===== config.mk =====
export PLATFORM = sky130hd
export DESIGN_NAME = aha_clk_select_sequencer
export DESIGN_NICKNAME = d
export VERILOG_FILES = /design/src/rtl/aha_clk_select_sequencer.sv
export SDC_FILE = /design/constraint.sdc
export NUM_CORES = 1
export LEC_CHECK = 0
export ABC_AREA = 1
export CAP_MARGIN = 15
export CORE_MARGIN = 10
export CORE_UTILIZATION = 65
export CTS_BUF_LIST = sky130_fd_sc_hd__clkbuf_4
export DETAILED_ROUTE_END_ITERATION = 8
export GPL_TIMING_DRIVEN = 0
export PLACE_DENSITY = 0.95
export SYNTH_ARGS = -nofsm -noshare
export SYNTH_HDL_FRONTEND = slang
export SYNTH_SLANG_ARGS = --single-unit
export TNS_END_PERCENT = 100

===== constraint.sdc =====
create_clock -name CLK -period 3.1 [get_ports CLK]
set_input_delay 0.62 -clock CLK [delete_from_list [all_inputs] [get_ports CLK]]
set_output_delay 0.62 -clock CLK [all_outputs]
set_load 0.01 [all_outputs]

===== src/rtl/aha_clk_select_sequencer.sv =====
// ---------------------------------------------------------------------------
// aha_clk_select_sequencer
//
// Glitch-safe clock-switch sequencer for one switchable clock domain. It sits
// in front of the platform clock controller and owns that domain's
// *_CLK_SELECT / *_CLK_GATE inputs. A request carries a new divider select
// and a final gate state. The block waits for the peripheral to go idle,
// gates the clock, holds, switches the select, settles, then restores the
// requested gate state. The select only ever moves while the clock is gated.
//
// Ports
//   CLK          in   free-running system clock
//   RESET        in   asynchronous, active-high reset
//   REQ_VALID    in   request strobe
//   REQ_SELECT   in   [2:0] requested divider select, 0..5 = /1../32
//   REQ_GATE     in   requested final gate state, 1 = clock stopped
//   REQ_READY    out  request accepted when REQ_VALID & REQ_READY at an edge
//   PERIPH_IDLE  in   domain is quiescent and may be gated
//   CLK_SELECT   out  [2:0] to the clock controller select input
//   CLK_GATE     out  to the clock controller gate input
//   BUSY         out  sequencer is not idle (always the inverse of REQ_READY)
//   DONE         out  one-cycle pulse, request completed
//   ERR          out  one-cycle pulse, request rejected or timed out
//
// State table
//   state       | meaning
//   ------------+------------------------------------------------------------
//   IDLE        | ready for a request; trivial requests complete here
//   WAIT_IDLE   | waiting (bounded) for PERIPH_IDLE before gating the clock
//   GATED       | clock gated, holding GATE_DLY cycles before the switch
//   SWITCHED    | new select applied, settling SWITCH_DLY cycles
// ---------------------------------------------------------------------------
module aha_clk_select_sequencer #(
  parameter int unsigned GATE_DLY     = 4,
  parameter int unsigned SWITCH_DLY   = 8,
  parameter int unsigned IDLE_TIMEOUT = 64,
  parameter logic [2:0]  RESET_SELECT = 3'd1
) (
  input  logic       CLK,
  input  logic       RESET,
  input  logic       REQ_VALID,
  input  logic [2:0] REQ_SELECT,
  input  logic       REQ_GATE,
  output logic       REQ_READY,
  input  logic       PERIPH_IDLE,
  output logic [2:0] CLK_SELECT,
  output logic       CLK_GATE,
  output logic       BUSY,
  output logic       DONE,
  output logic       ERR
);

  typedef enum logic [1:0] {
    ST_IDLE      = 2'd0,
    ST_WAIT_IDLE = 2'd1,
    ST_GATED     = 2'd2,
    ST_SWITCHED  = 2'd3
  } state_t;

  localparam logic [9:0] GATE_LOAD    = 10'(GATE_DLY - 1);
  localparam logic [9:0] SWITCH_LOAD  = 10'(SWITCH_DLY - 1);
  localparam logic [9:0] TIMEOUT_LAST = 10'(IDLE_TIMEOUT - 1);
  localparam logic [2:0] SELECT_MAX   = 3'd5;

  state_t     state, state_nxt;
  logic [9:0] cnt, cnt_nxt;
  logic [2:0] sel_q, sel_q_nxt;
  logic       gate_q, gate_q_nxt;
  logic [2:0] clk_select_nxt;
  logic       clk_gate_nxt;
  logic       done_nxt;
  logic       err_nxt;
  logic       ready_nxt;
  logic       accept;

  // REQ_READY is a registered copy of "state is IDLE", so an accept can only
  // happen while the FSM is idle; requests presented while busy are dropped.
  assign accept = REQ_VALID && REQ_READY;

  always_ff @(posedge CLK or posedge RESET) begin
    if (RESET) begin
      state      <= ST_IDLE;
      cnt        <= '0;
      sel_q      <= RESET_SELECT;
      gate_q     <= 1'b0;
      CLK_SELECT <= RESET_SELECT;
      CLK_GATE   <= 1'b0;
      REQ_READY  <= 1'b1;
      BUSY       <= 1'b0;
      DONE       <= 1'b0;
      ERR        <= 1'b0;
    end else begin
      state      <= state_nxt;
      cnt        <= cnt_nxt;
      sel_q      <= sel_q_nxt;
      gate_q     <= gate_q_nxt;
      CLK_SELECT <= clk_select_nxt;
      CLK_GATE   <= clk_gate_nxt;
      REQ_READY  <= ready_nxt;
      BUSY       <= !ready_nxt;
      DONE       <= done_nxt;
      ERR        <= err_nxt;
    end
  end

  always_comb begin
    state_nxt      = state;
    cnt_nxt        = cnt;
    sel_q_nxt      = sel_q;
    gate_q_nxt     = gate_q;
    clk_select_nxt = CLK_SELECT;
    clk_gate_nxt   = CLK_GATE;
    done_nxt       = 1'b0;
    err_nxt        = 1'b0;

    case (state)
      ST_IDLE: begin
        if (accept) begin
          sel_q_nxt  = REQ_SELECT;
          gate_q_nxt = REQ_GATE;
          if (REQ_SELECT > SELECT_MAX) begin
            err_nxt = 1'b1;
          end else if (REQ_SELECT == CLK_SELECT && REQ_GATE == CLK_GATE) begin
            done_nxt = 1'b1;
          end else if (REQ_SELECT == CLK_SELECT && !REQ_GATE) begin
            // Releasing the gate cannot disturb a busy peripheral, so no
            // idle handshake is needed.
            clk_gate_nxt = 1'b0;
            done_nxt     = 1'b1;
          end else begin
            state_nxt = ST_WAIT_IDLE;
            cnt_nxt   = '0;
          end
        end
      end

      ST_WAIT_IDLE: begin
        if (PERIPH_IDLE) begin
          clk_gate_nxt = 1'b1;
          if (sel_q != CLK_SELECT) begin
            state_nxt = ST_GATED;
            cnt_nxt   = GATE_LOAD;
          end else begin
            state_nxt = ST_IDLE;
            cnt_nxt   = '0;
            done_nxt  = 1'b1;
          end
        end else if (cnt == TIMEOUT_LAST) begin
          state_nxt = ST_IDLE;
          cnt_nxt   = '0;
          err_nxt   = 1'b1;
        end else begin
          cnt_nxt = cnt + 10'd1;
        end
      end

      ST_GATED: begin
        if (cnt == '0) begin
          clk_select_nxt = sel_q;
          cnt_nxt        = SWITCH_LOAD;
          state_nxt      = ST_SWITCHED;
        end else begin
          cnt_nxt = cnt - 10'd1;
        end
      end

      ST_SWITCHED: begin
        if (cnt == '0) begin
          clk_gate_nxt = gate_q;
          done_nxt     = 1'b1;
          state_nxt    = ST_IDLE;
        end else begin
          cnt_nxt = cnt - 10'd1;
        end
      end

      default: begin
        state_nxt = ST_IDLE;
        cnt_nxt   = '0;
      end
    endcase

    ready_nxt = (state_nxt == ST_IDLE);
  end

  // Invariants of the sequencing; they hold for every legal parameter set.
  a_select_only_while_gated: assert property (@(posedge CLK) disable iff (RESET)
    (CLK_SELECT != $past(CLK_SELECT)) |-> (CLK_GATE && $past(CLK_GATE)));

  a_done_err_exclusive: assert property (@(posedge CLK) disable iff (RESET)
    !(DONE && ERR));

  a_busy_is_not_ready: assert property (@(posedge CLK) disable iff (RESET)
    BUSY == !REQ_READY);

endmodule


==> qor.txt <==
Rel. slew slack: 37.5%
Final HPWL DP: 3.26 mm
CTS Hold Bufs: 0
Synth Area in XOR/XNOR: 3.73%
largest family of logic cells by synthesized area: simple AND/OR/NAND/NOR gates
synthesized area: 1880 um2
R2R Path Start: cnt[0]
drt drc: 0
number of distinct library cells after synthesis: 27
Area contributors post-synth: dfrtp_1 28%, nand2_1 22%, inv_1 7.4%, nand3_1 5.9%, nor2_1 5.6%
RSZ-0062 raised after global routing: false
outcome: complete, no violations
chip width: 73.8 um
Ys Warns: 0
CTS tree: yes
DRT Wirelength: 4.22 mm
Placer Congestion: 0.871
Layout Skew: 0.0105 ns
Worst path slowest cell: dfstp_2
clock latency on the worst-skew pair: 0.32 ns
vias in the first global route: 1690
fin crit period: 2.05 ns
CP Launch Type: register
routed vias/inst: 5.32
EDFF count, synth: 0
delay-heaviest family, CP: flip-flops
min-delay worst type: reg -> reg
htree depth: 1
share of synthesized registers carrying an async set or reset: 100%
setup TNS: 0 ns
Buffers & Inverters on Critical Path: 1
PostCTS Resize Cnt: 0
maximum fanout along the worst path: 4
endpoint class of the critical path: output port
drt wl/cell: 12.4 um
part of the cycle the worst path needs: 66.0%
DIE AREA: 5440 um2
# IOs: 16
drt pass-1 iters: 5
flip-flop and latch count after synthesis: 24
P per Cell Area: 951 nW/um2
CTS buffer count: 3
Slew Viols, Final: 0
syn_area_per_cell: 6.50 um2
maxcap violations: 0
hold_sp: sel_q[0]
CP max stage delay: 0.57 ns
CP Cell Sequence: clkdlybuf4s50_1
initial core utilization: 68.1%
buffer depth of the longest clock path: 2
placement row count: 19
first-pass GRT wire length: 7.13 mm
Synth Area in Adders: 2.00%
Filler Cell Count: 225
ys flop type: dfrtp_1
critical path startpoint: CLK_SELECT[0]
initial antenna violation count: 0
Routed Antenna Nets: 0
GRT Util Overall: 16.1%
worst setup path category: reg -> out
post-synthesis sequential area ratio: 32.2%
Iteration-0 DRC Markers: 169
Synth Area in Compound Gates: 6.13%
die extent in y: 73.8 um
final net count: 320
Leak: 1.13 nW
core area: 2760 um2
Post-CTS Setup Inserts: 0
DP Area: 2070 um2
top cell type's share of synthesized area: 28.0%
layout cell share with drive strength beyond 1: 12.3%
Syn Nets: 300
post-synthesis instance total: 289
PortBufs: 15
Fmax achieved: 489 MHz
largest area contributor in the netlist: dfrtp_1
# setup viols final: 0
most frequent cell after synthesis: nand2_1
clk slew on worst S/H paths: 0.12 ns
Sink Count: 24
Critical Path RT: 2.48 ns
fin area: 2100 um2
simple-gate share of the synthesized area: 46.0%
Slew @ Worst Pin: 0.937 ns
Max VDD drop: 0.703 mV
Fin. Hold Viols: 0
clock root cell: clkbuf_4
antenna diode count: 0
Post-synth top cells: 109 x nand2_1, 37 x inv_1, 28 x nor2_1
GRT Residual Overflow: 0
area delta synth->final: 11.7%
Arr. time, crit path: 1.43 ns
post-synthesis mux area share: 0%
Via Count: 1803
largest net degree at the start of global routing: 25
==> per-layer routing <==
layer	vias up	part of all wire, %	GRT usage [%]	wire length, um
li1	929	-	-	-
met1	826	44	18.4	1870
met2	41	49	28.6	2070
met3	7	5.0	3.23	209
met4	0	1.6	6.00	68
met5	-	0	0	0
==> cells in the final DEF, fill, tap and decap left out, types with 4 or more instances in the layout <==
cell type / synthesis / layout
inv_1: 37 / 37
a21oi_1: 7 / 7
xor2_1: 6 / 6
dfrtp_1: 21 / 21
o21ai_0: 10 / 10
nor2_1: 28 / 28
clkbuf_4: 0 / 4
nand2_1: 109 / 109
nand3_1: 22 / 22
nor2_4: 9 / 9
nand2_2: 5 / 5
nand4_1: 6 / 6
buf_2: 4 / 4
clkdlybuf4s50_1: 0 / 15
==> power by group <==
| part | leakage [nW] | total, W | switching (W) | internal, W |
|---|---|---|---|---|
| logic | 0.814 | 0.00127 | 0.000800 | 0.000469 |
| clock network | 0.0184 | 0.000153 | 0.0000940 | 0.0000591 |
| registers | 0.299 | 0.000572 | 0.000120 | 0.000452 |
| total | 1.13 | 0.00199 | 0.00101 | 0.000980 |
==> state kept, by name, summed over array words and instances, names as in the netlist <==
register    cells
BUSY            1
CLK_GATE        1
CLK_SELECT      3
DONE            1
ERR             1
REQ_READY       1
cnt            10
gate_q          1
sel_q           3
state           2
==> final cells by class <==
class	instances	area [um2]	share of cell area [%]
Multi-Input combinational cell	219	1090	51.8
Sequential cell	24	604	28.8
Timing Repair Buffer	15	150	7.16
Inverter	40	150	7.16
Tap cell	31	38.8	1.85
Buffer	6	36.3	1.73
Clock buffer	4	30.0	1.43
==> worst paths after layout <==
check | end | slack [ns] | cells after the start
setup / recovery | CLK_SELECT[0] | 1.05 | 1
hold / removal | CLK_SELECT[0] | 0.52 | 2
setup reg to reg | cnt[4] | 1.24 | 9
hold reg to reg | CLK_SELECT[0] | 0.52 | 2
max in group asynchronous | sel_q[1] | 1.73 | 2
min in group asynchronous | DONE | 0.79 | 2
==> kinds of logic after synthesis <==
group	Yosys count
AND/OR/NAND/NOR	187
adder cells (fa/ha/maj)	3
buffers and inverters	46
AO/OA/AOI/OAI	21
XOR/XNOR	8
flip-flops	24
==> through the flow <==
stage               utilization, %  instances  power, W  setup slack [ns]  hold slack (ns)
CTS                           76.0        339   0.00200              1.04            0.527
floorplan                        -        289   0.00152              1.59            0.489
global placement              75.0        335   0.00179             0.953            0.504
detailed placement            75.0        335   0.00184             0.864            0.505
finish                        76.0        339   0.00199              1.05            0.525
global route                  76.0        339   0.00219              1.01            0.566
No activity file was read; power rests on OpenSTA's default activity.
